File: src/rtl/a2i7seg_pkg.sv
// rtl/a2i7seg_pkg.sv - segment constants, code width and FSM states for the A..I receiver
package a2i7seg_pkg;

  localparam int CODE_W = 4;

  // Active-low patterns, bit 6 = g ... bit 0 = a
  localparam logic [6:0] SEG_A     = 7'b0001000;
  localparam logic [6:0] SEG_B     = 7'b0000011;
  localparam logic [6:0] SEG_C     = 7'b1000110;
  localparam logic [6:0] SEG_D     = 7'b0100001;
  localparam logic [6:0] SEG_E     = 7'b0000110;
  localparam logic [6:0] SEG_F     = 7'b0001110;
  localparam logic [6:0] SEG_G     = 7'b0010000;
  localparam logic [6:0] SEG_H     = 7'b0001001;
  localparam logic [6:0] SEG_I     = 7'b1111001;
  localparam logic [6:0] SEG_BLANK = 7'b1111111;

  typedef enum logic {
    IDLE,
    HOLD
  } state_t;

endpackage

File: src/rtl/a2i7seg_dec.sv
// rtl/a2i7seg_dec.sv - combinational 7-segment pattern to letter code decoder
module a2i7seg_dec
  import a2i7seg_pkg::*;
(
  input  logic [6:0]        seg,
  output logic              hit,
  output logic [CODE_W-1:0] code
);

  always_comb begin
    hit  = 1'b1;
    code = '0;
    unique case (seg)
      SEG_A:   code = 4'd0;
      SEG_B:   code = 4'd1;
      SEG_C:   code = 4'd2;
      SEG_D:   code = 4'd3;
      SEG_E:   code = 4'd4;
      SEG_F:   code = 4'd5;
      SEG_G:   code = 4'd6;
      SEG_H:   code = 4'd7;
      SEG_I:   code = 4'd8;
      default: hit  = 1'b0;
    endcase
  end

endmodule

File: src/rtl/a2i7seg_rx.sv
// rtl/a2i7seg_rx.sv - stability-filtered 7-segment letter receiver with valid/ready output
// Optional saturating error counter port enabled by A2I7SEG_RX_ERRCNT_EN.
module a2i7seg_rx
  import a2i7seg_pkg::*;
#(
  parameter int STABLE_CNT = 4
) (
  input  logic              clk_i,
  input  logic              rst_ni,
  input  logic [6:0]        seg_i,
  input  logic              ready_i,
  output logic [CODE_W-1:0] code_o,
  output logic              valid_o,
  output logic              err_o
`ifdef A2I7SEG_RX_ERRCNT_EN
  ,
  output logic [7:0]        err_cnt_o
`endif
);

  logic [6:0]        seg_q;
  logic [6:0]        last_q;
  logic [6:0]        last_d;
  logic [3:0]        run_cnt;
  logic [CODE_W-1:0] code_d;
  logic [CODE_W-1:0] dec_code;
  logic              dec_hit;
  logic              valid_d;
  logic              err_d;
  logic              accept;
  logic              is_blank;
  state_t            state_q;
  state_t            state_d;

  a2i7seg_dec u_dec (
    .seg  (seg_q),
    .hit  (dec_hit),
    .code (dec_code)
  );

  always_ff @(posedge clk_i) begin
    if (!rst_ni) begin
      seg_q   <= SEG_BLANK;
      run_cnt <= '0;
    end else begin
      seg_q <= seg_i;
      if (seg_i != seg_q) begin
        run_cnt <= 4'd1;
      end else if (run_cnt != 4'(STABLE_CNT)) begin
        run_cnt <= run_cnt + 4'd1;
      end
    end
  end

  assign accept   = (run_cnt == 4'(STABLE_CNT)) && (seg_q != last_q);
  assign is_blank = (seg_q == SEG_BLANK);

  always_comb begin
    state_d = state_q;
    code_d  = code_o;
    valid_d = valid_o;
    last_d  = last_q;
    err_d   = 1'b0;
    unique case (state_q)
      IDLE: begin
        if (accept) begin
          last_d = seg_q;
          if (dec_hit) begin
            code_d  = dec_code;
            valid_d = 1'b1;
            state_d = HOLD;
          end else if (!is_blank) begin
            err_d = 1'b1;
          end
        end
      end
      HOLD: begin
        // Handshake completes; a stable new pattern in the same cycle is taken as in IDLE
        if (ready_i) begin
          valid_d = 1'b0;
          state_d = IDLE;
          if (accept) begin
            last_d = seg_q;
            if (dec_hit) begin
              code_d  = dec_code;
              valid_d = 1'b1;
              state_d = HOLD;
            end else if (!is_blank) begin
              err_d = 1'b1;
            end
          end
        end
      end
    endcase
  end

  always_ff @(posedge clk_i) begin
    if (!rst_ni) begin
      state_q <= IDLE;
      code_o  <= '0;
      valid_o <= 1'b0;
      err_o   <= 1'b0;
      last_q  <= SEG_BLANK;
    end else begin
      state_q <= state_d;
      code_o  <= code_d;
      valid_o <= valid_d;
      err_o   <= err_d;
      last_q  <= last_d;
    end
  end

`ifdef A2I7SEG_RX_ERRCNT_EN
  always_ff @(posedge clk_i) begin
    if (!rst_ni) begin
      err_cnt_o <= '0;
    end else if (err_d && (err_cnt_o != 8'hFF)) begin
      err_cnt_o <= err_cnt_o + 8'd1;
    end
  end
`endif

endmodule

File: config.mk
export PLATFORM = sky130hd
export DESIGN_NAME = a2i7seg_rx
export DESIGN_NICKNAME = d
export VERILOG_FILES = /design/src/rtl/a2i7seg_pkg.sv /design/src/rtl/a2i7seg_dec.sv /design/src/rtl/a2i7seg_rx.sv
export SDC_FILE = /design/constraint.sdc
export NUM_CORES = 1
export LEC_CHECK = 0
export CORE_MARGIN = 3
export CORE_UTILIZATION = 49
export CTS_CLUSTER_DIAMETER = 80
export DETAILED_ROUTE_END_ITERATION = 10
export PLACE_DENSITY = 0.83
export SLEW_MARGIN = 0
export SYNTH_ARGS = -nofsm -noshare
export SYNTH_HDL_FRONTEND = slang
export SYNTH_HIERARCHICAL = 1
export SYNTH_SLANG_ARGS = --single-unit
File: constraint.sdc
create_clock -name clk_i -period 1.85 [get_ports clk_i]
set_input_delay 0.37 -clock clk_i [delete_from_list [all_inputs] [get_ports clk_i]]
set_output_delay 0.37 -clock clk_i [all_outputs]
set_load 0.01 [all_outputs]
==> results of run 1 <==
-- repair_timing --
action / in CTS / in global routing
cloned: 0 / 0
resized for setup: 2 / 7
buffers inserted: 3 / 1
pin swaps: 4 / 1
setup endpoints to repair: 5 / 8
hold buffers: 0 / 0
-- state kept, by name, summed over array words and instances, names as in the netlist --
signal and flops:
last_q 7, run_cnt 4, seg_q 7, state_q 1, err_o 1, valid_o 1, code_o 4
-- placed cells by master, fill, tap and decap left out, drive strengths merged --
cell type | synthesis | layout
a2111oi | 1 | 1
a211oi | 2 | 2
a21boi | 1 | 1
a21oi | 3 | 3
a2bb2oi | 1 | 1
a31oi | 3 | 3
a32oi | 1 | 1
and3b | 1 | 1
and4b | 1 | 1
buf | 6 | 27
clkbuf | 4 | 3
clkdlybuf4s50 | 0 | 15
clkinv | 0 | 1
dfxtp | 25 | 25
ha | 2 | 2
inv | 7 | 7
mux2i | 10 | 10
nand2 | 13 | 13
nand2b | 9 | 9
nand3 | 5 | 5
nand3b | 2 | 2
nand4 | 2 | 2
nor2 | 15 | 15
nor2b | 2 | 2
nor3 | 6 | 6
nor4 | 4 | 4
o2111a | 1 | 1
o21a | 2 | 2
o21ai | 1 | 1
o311ai | 1 | 1
o32a | 2 | 2
o32ai | 1 | 1
or4 | 1 | 1
xnor2 | 3 | 3
xor2 | 17 | 17
-- layer usage --
metal  share of wire  global-route usage  vias to the layer above
met5               0                   0                        -
met4           0.023               0.100                        0
met3           0.048              0.0349                       10
met2            0.50               0.332                       35
met1            0.42               0.238                      569
li1                -                   -                      605
-- logic make-up after synthesis --
family | after synthesis
AO/OA/AOI/OAI | 20
XOR/XNOR | 20
adder cells (fa/ha/maj) | 2
buffers and inverters | 17
flip-flops | 25
multiplexers | 10
AND/OR/NAND/NOR | 61
-- critical path, cell delays in order (launching register included) --
cell,delay [ns]
dfxtp_2,0.39
nor2b_2,0.18
a32oi_1,0.08
or4_4,0.44
nand3_2,0.08
inv_2,0.05
a2111oi_4,0.17
buf_4,0.20
mux2i_1,0.20
-- stage by stage --
step           area, um^2   util  total power [W]
2_1_floorplan        1410      -         0.000666
3_3_place_gp         1720  0.663         0.000723
3_5_place_dp         1720  0.663         0.000728
4_1_cts              1780  0.686         0.000977
5_1_grt              1810  0.698          0.00103
6_report             1810  0.698         0.000981
-- how the worst min path moves through the flow --
stage / slack, ns / depth (start not counted) / startpoint / end
floorplan: 0.46 / 2 / run_cnt[1] / run_cnt[1]
global placement: 0.44 / 2 / code_o[2] / code_o[2]
detailed placement: 0.46 / 2 / code_o[2] / code_o[2]
CTS: 0.48 / 2 / code_o[1] / code_o[1]
global route: 0.50 / 2 / code_o[0] / code_o[0]
finish: 0.48 / 2 / code_o[1] / code_o[1]
-- power groups by stage --
stage	Combinational [W]	Sequential (W)	Clock [W]
floorplan	0.0000950	0.000571	0
CTS	0.000160	0.000560	0.000257
detailed placement	0.000156	0.000572	0
global placement	0.000152	0.000571	0
global route	0.000183	0.000562	0.000282
finish	0.000166	0.000561	0.000254
-- cell type report --
class,count,area [um^2],area share
Timing Repair Buffer,42,369,0.204
Clock buffer,3,22.5,0.0125
Clock inverter,1,5.00,0.00277
Tap cell,30,37.5,0.0208
Sequential cell,25,512,0.283
Multi-Input combinational cell,113,836,0.462
Inverter,7,26.3,0.0145
==> flow_summary_export.csv, run 1 <==
group,metric,value,unit
power,internal_power,0.000713,W
layout,n_fill_cell,187,
power,leakage,0.670,nW
cts,numCtsBuffers,3,
synthesis,yosys.area_share.adder,0.0180,
layout,syn_to_final_growth,30.1,%
synthesis,synth_warnings,6,
cts,htree_levels,1,
worst_setup_path,required,2.12,ns
sta,worstMarginPinSlew,0.429,ns
layout,drive_above_1_share,0.251,
route,drt_iter0_markers,59,
synthesis,ys.flop_type,"dfxtp_1",
route,drcViolationCount,0,
power,powerDensity,543,nW/um^2
hold_path,hold_path.class,"flip-flop to flip-flop",
placed_design,gpl.final_weighted_congestion,0.843,
placed_design,dp_worst_setup_slack,-0.0883,ns
cts,cts_tree,"built",
worst_setup_path,rr_startpoint,"seg_q[4]",
worst_setup_path,crit_start,"seg_q[4]",
synthesis,synth.area.mux_share,0.0720,
sta,fmax,539,MHz
power,ir_worst_vdd,457,uV
worst_setup_path,end_kind,"flip-flop",
sta,setup_tns,-0.00431,ns
synthesis,synth-xor-area-share,0.131,
synthesis,ys_seq_area_frac,0.360,
route,avgRoutedWirePerCell,14.1,um
power,switching_power,0.000268,W
power,swShare,0.273,
grt,grt_max_degree,15,
synthesis,synth_edf_count,0,
grt,overflow,0,
synthesis,synth_compound_area_frac,0.131,
synthesis,synth_top_area_frac,0.360,
layout,antenna_cells,0,
synthesis,synth_top_cell_by_area,"dfxtp_1",
synthesis,yosys-top-cells-count,"dfxtp_1 (25), xor2_1 (16), nor2_1 (15)",
grt,antenna_found_initial,0,
sta,fin_ws,-0.00431,ns
floorplan,row_count,18,
route,ant_nets,0,
power,p_seq_frac,0.572,
floorplan,core,2590,um^2
grt,grt_pass1_wl,5240,um
worst_setup_path,regToRegSetupSlack,-0.004,ns
grt,grt_usage,0.197,
worst_setup_path,start_kind,"flip-flop",
synthesis,netlist_area,1390,um^2
status,violations,"negative setup slack",
synthesis,synth.avg_cell_area,8.97,um^2
synthesis,async_flop_share,0,
worst_setup_path,reg2reg_depth,8,
synthesis,ys_ff_latch,25,
sta,min_period,1.85,ns
synthesis,synth_top_family_by_area,"simple AND/OR/NAND/NOR gates",
synthesis,yosysMostFrequentCell,"dfxtp_1",
sta,slew-limit-headroom,0.711,
route,firstDrtPassIters,4,
sta,setup_viol,1,
synthesis,synthCells,155,
floorplan,die_x,59.3,um
worst_setup_path,critical_path.reg2reg.endpoint,"code_o[3]",
placed_design,dpl.hpwl,2210,um
cts,clkSinkCount,25,
synthesis,synthSimpleGateAreaFrac,0.230,
job,drv_cap,0,
floorplan,pin_count,16,
layout,final_cells,221,
cts,clk_latency,0.34,ns
route,num_vias,1219,
power,pwr-share-comb,0.169,
cts,clkTransAtPathRegs,0.14,ns
worst_setup_path,critPathArrivalTime,2.12,ns
synthesis,synthTopCellsByArea,"dfxtp_1 (36%), xor2_1 (10%), mux2i_1 (7.2%)",
placed_design,portBuffers,15,
cts,root_buffer,"clkbuf_4",
placed_design,dp_cells,213,
route,vias_per_cell,5.52,
sta,rsz0062_at_grt,"yes",
floorplan,die_y,59.3,um
status,status,"complete, but fails checks",
sta,slew_viol_final,0,
grt,grt_pass1_vias,1187,
worst_setup_path,crit_end,"code_o[3]",
cts,clock_path_buffers,2,
worst_setup_path,crit_type,"flip-flop to flip-flop",
floorplan,initial_utilization,0.537,
sta,hold_ws,0.475,ns
synthesis,ys_types,39,
sta,post-route-period-util,1.00,
sta,skew,0.00625,ns
sta,hold_viol_final,0,
power,clkPwrFrac,0.259,
route,routed_wl,3120,um
layout,nets,204,
synthesis,syn_nets,167,
floorplan,die_area,3510,um^2
worst_setup_path,crit_path_max_fanout,5,
No activity file was read; power rests on OpenSTA's default activity.
==> run 2: changes to the inputs <==
GPL_TIMING_DRIVEN = 0   (was default)
==> run 2 against run 1 <==
The run still ends with negative setup slack left. First-iteration DRC count down 29%. Die area unchanged. Largest cell class unchanged. Non-clock buffer count fell by 11. Flip-flop and latch count is the same. Global-route usage fell by 0.92 points. Hold slack lost 0.0095 ns.
==> flow_summary_export.csv, run 2 (synthesis results as in run 1) <==
group,metric,value,unit
status,status,"complete, but fails checks",
status,violations,"negative setup slack",
sta,worstMarginPinSlew,0.556,ns
cts,clock_path_buffers,2,
worst_setup_path,crit_end,"code_o[3]",
layout,nets,193,
worst_setup_path,crit_type,"flip-flop to flip-flop",
cts,root_buffer,"clkbuf_4",
sta,skew,0.00515,ns
layout,reg_top3,"last_q: 7 flops, seg_q: 7 flops",
worst_setup_path,critPathArrivalTime,2.21,ns
worst_setup_path,regToRegSetupSlack,-0.09,ns
job,drv_cap,0,
layout,n_fill_cell,213,
route,drcViolationCount,0,
layout,antenna_cells,0,
route,firstDrtPassIters,4,
layout,final-seq-area,517,um^2
floorplan,die_x,59.3,um
sta,hold_viol_final,0,
cts,cts_tree,"built",
cts,htree_levels,1,
layout,drive_above_1_share,0.167,
floorplan,die_area,3510,um^2
hold_path,hold_path.class,"flip-flop to flip-flop",
grt,grt_max_degree,15,
placed_design,portBuffers,15,
worst_setup_path,rr_startpoint,"seg_q[2]",
route,avgRoutedWirePerCell,14.4,um
grt,grt_usage,0.188,
layout,mostFrequentLayoutCells,"dfxtp_1 (20), xor2_1 (16), clkdlybuf4s50_1 (15)",
floorplan,die_y,59.3,um
floorplan,pin_count,16,
grt,grt_pass1_vias,1141,
worst_setup_path,start_kind,"flip-flop",
power,p_total,0.000964,W
layout,finish.utilization,0.662,
grt,overflow,0,
placed_design,gpl.final_weighted_congestion,0.905,
power,leakage,0.605,nW
worst_setup_path,crit_path_max_fanout,9,
sta,slew_viol_final,0,
route,num_vias,1202,
sta,post-route-period-util,1.05,
layout,multiInputGateArea,828,um^2
worst_setup_path,crit_start,"seg_q[2]",
grt,grt_pass1_wl,5000,um
route,vias_per_cell,5.72,
sta,fin_ws,-0.0949,ns
floorplan,row_count,18,
floorplan,core,2590,um^2
power,ir_worst_vdd,662,uV
sta,rsz0062_at_grt,"yes",
route,drt_iter0_markers,42,
cts,numCtsBuffers,3,
placed_design,dpl.hpwl,2140,um
worst_setup_path,reg2reg_depth,9,
power,powerDensity,562,nW/um^2
placed_design,dp_worst_setup_slack,-0.341,ns
worst_setup_path,critical_path.reg2reg.endpoint,"code_o[3]",
cts,clk_latency,0.33,ns
sta,fmax,514,MHz
sta,setup_viol,5,
route,routed_wl,3020,um
sta,min_period,1.94,ns
sta,slew-limit-headroom,0.628,
cts,clkSinkCount,25,
floorplan,initial_utilization,0.537,
layout,syn_to_final_growth,23.3,%
worst_setup_path,required,2.12,ns
worst_setup_path,end_kind,"flip-flop",
route,ant_nets,0,
grt,antenna_found_initial,0,
cts,clkTransAtPathRegs,0.14,ns
layout,layout_commonest_cell,"dfxtp_1",
run 2: changes by cell type in the layout (fill, tap and decap cells not counted), sizes merged:
cell / change
buf: -14
clkbuf: +3
run 2: metrics by stage:
stage          cell area, um^2  cells  setup TNS [ns]  hold WS, ns
6_report                  1710    210          -0.351        0.466
5_1_grt                   1710    210          -0.849        0.495
4_1_cts                   1690    209          -0.353        0.471
3_5_place_dp              1590    200           -1.59        0.447
3_3_place_gp              1590    200           -1.30        0.443
2_1_floorplan             1410    155          -0.563        0.462
run 2: cell type report:
cell class,count,share of cell area
clock inverter,1,0.00292
buffer,7,0.0277
timing repair buffer,24,0.134
tap,30,0.0219
sequential,25,0.301
inverter,7,0.0153
multi-input combinational,113,0.483
clock buffer,3,0.0131
run 2: where the power goes:
| part | leakage, nW | switching, W | internal [W] |
|---|---|---|---|
| clock | 0.0177 | 0.000170 | 0.0000813 |
| sequential | 0.204 | 0.0000191 | 0.000546 |
| combinational | 0.383 | 0.0000742 | 0.0000732 |
| total | 0.605 | 0.000264 | 0.000700 |
run 2: how the worst min path moves through the flow:
stage,end,slack (ns),start,cells after the start
CTS,code_o[2],0.47,code_o[2],2
global route,code_o[2],0.50,code_o[2],2
global placement,code_o[3],0.44,code_o[3],2
detailed placement,code_o[2],0.45,code_o[2],2
floorplan,run_cnt[1],0.46,run_cnt[1],2
finish,code_o[1],0.47,code_o[1],2
run 2: layer usage:
metal / global-route usage / wire length (um) / vias up
met4: 0.0647 / 55 / 0
li1: - / - / 581
met3: 0.0436 / 171 / 9
met1: 0.215 / 1240 / 562
met2: 0.339 / 1560 / 50
met5: 0 / 0 / -
run 2: critical path, cell delays in order (launching register included):
cell and delay (ns):
dfxtp_2 0.38, buf_2 0.18, nand2b_1 0.19, o32ai_1 0.28
nand3_1 0.13, nand3_1 0.11, inv_2 0.06, a2111oi_4 0.17
buf_4 0.20, mux2i_1 0.18
run 2: what timing repair did:
action / in CTS / in global routing
pin swaps: 2 / 2
hold buffers: 0 / 0
endpoints found under the setup margin: 5 / 13
resized for setup: 9 / 0
endpoints found under the hold margin: 0 / 0
buffers inserted: 8 / 1
==> patch (config.mk and constraints of run 2) <==
Change the package constant `CODE_W` from 4 to 6.
--- a/src/rtl/a2i7seg_pkg.sv
+++ b/src/rtl/a2i7seg_pkg.sv
@@ -1,7 +1,7 @@
 // rtl/a2i7seg_pkg.sv - segment constants, code width and FSM states for the A..I receiver
 package a2i7seg_pkg;
 
-  localparam int CODE_W = 4;
+  localparam int CODE_W = 6;
 
   // Active-low patterns, bit 6 = g ... bit 0 = a
   localparam logic [6:0] SEG_A     = 7'b0001000;
Ports: changed (resized code_o); port bits go from 16 to 18. The function was not compared with the original's and may differ.
==> patch against run 2 <==
- the run still ends with negative setup slack left
- final area rose by 9.3%
- critical path type unchanged
- core utilization rose by 0.63 points
- power rose by 5.8%
- wire length rose by 11%
- hold slack improved by 0.0055 ns
- die area rose by 5.3%
- synthesized area rose by 5.9%
- sequential power rose by 7.6%
- count of clock-buffer cells in the layout did not move
- worst setup slack got worse by 0.051 ns
- sequential cell count rose by 2
- global-route usage rose by 0.58 points
==> patch: results (changes against run 2) <==
GR Util All Layers: 19.4% (+0.58 points)
Ys async rst share: 0% (unchanged)
Number of detailed-route iterations in the first pass: 6 (+2)
Synth top area cells: dfxtp_1, xor2_1, mux2i_1, nand2_1, nand2b_1
Clk_skew: 0.0107 ns (+0.00558 ns)
Inst Count DP: 215 (+7.5%)
Most frequent cells after synthesis: dfxtp_1, nand2_1, xor2_1, nor2_1, mux2i_1
Worst reg2reg path startpoint: seg_q[3]
M3 GR Usage: 4.26% (-0.10 points)
Placed Area: 1700 sq um (+6.7%)
Metal3 WL: 168 microns (-1.8%)
Seq. pwr: 608 uW (+7.6%)
P_clk: 250 uW (about the same)
R2R setup slack: -0.15 ns (-0.05 ns)
CTS resizes: 15 (+6)
Total number of vias: 1269 (+5.6%)
Routed wl met2: 1720 microns (+11%)
Post-route setup slack: -0.146 ns (-0.0514 ns)
LEAKAGE: 0.683 nW (+13%)
Post-route setup TNS: -0.748 ns (-0.397 ns)
Seq/Total Area, Yosys: 36.7% (+0.73 points)
Post-Syn Instances: 166 (+7.1%)
Outcome: complete, but fails checks
Sw power: 271 uW (+2.9%)
Hpwl dp: 2210 microns (+3.1%)
Postcts setup bufs: 6 (-2)
Violated checks: negative setup slack
Top flop regs: last_q x7, seg_q x7, code_o x6
M1 wire length: 1400 microns (+13%)
WL final: 3350 microns (+11%)
Final setup violation count: 7 (+2)
Worst hold slack: 0.471 ns (+0.00554 ns)
RR Endpoint: code_o[2]
PwrDens: 544 nW/um^2 (-3.3%)
CP max stage delay: 0.44 ns (+0.06 ns)
Tightest Pin Transition: 0.678 ns (+0.122 ns)
Crit path DAT: 2.25 ns (+0.04 ns)
CP max FO: 7 (-2)
DP Worst Slack: -0.480 ns (-0.139 ns)
Largest net degree at the start of global routing: 16 (+1)
Port bufs: 17 (+2)
CP max stage cell: or4_4
Proportion of layout cells with a drive suffix above 1: 19.9% (+3.2 points)
-- patch: cells by family (layout without fill, tap and decap cells) --
family	after synthesis	after routing	share of synthesized area, %
and+or+nand+nor	65	65	22.4
DFF	27	27	36.7
AOI/OAI and AO/OA	20	20	11.9
xor gates and xnor gates	20	20	12.4
buffers and inverters	19	48	6.46
muxes	12	12	8.16
adders and majority gates	2	2	1.70
other	1	2	0.255
-- patch: worst max path at each step --
stage	endpoint	slack, ns	cells after the start
after floorplan	code_o[0]	-0.22	8
after global placement	code_o[0]	-0.40	7
after detailed placement	code_o[2]	-0.48	7
after CTS	code_o[2]	-0.11	9
after global routing	code_o[2]	-0.24	9
final	code_o[2]	-0.15	9
-- patch: layout make-up --
class / instances / area, sq um
Buffer: 10 / 67.6
Clock buffer: 3 / 22.5
Clock inverter: 1 / 5.00
Fill cell: 232 / 931
Inverter: 7 / 26.3
Multi-Input combinational cell: 121 / 895
Sequential cell: 27 / 558
Tap cell: 31 / 38.8
Timing Repair Buffer: 27 / 262
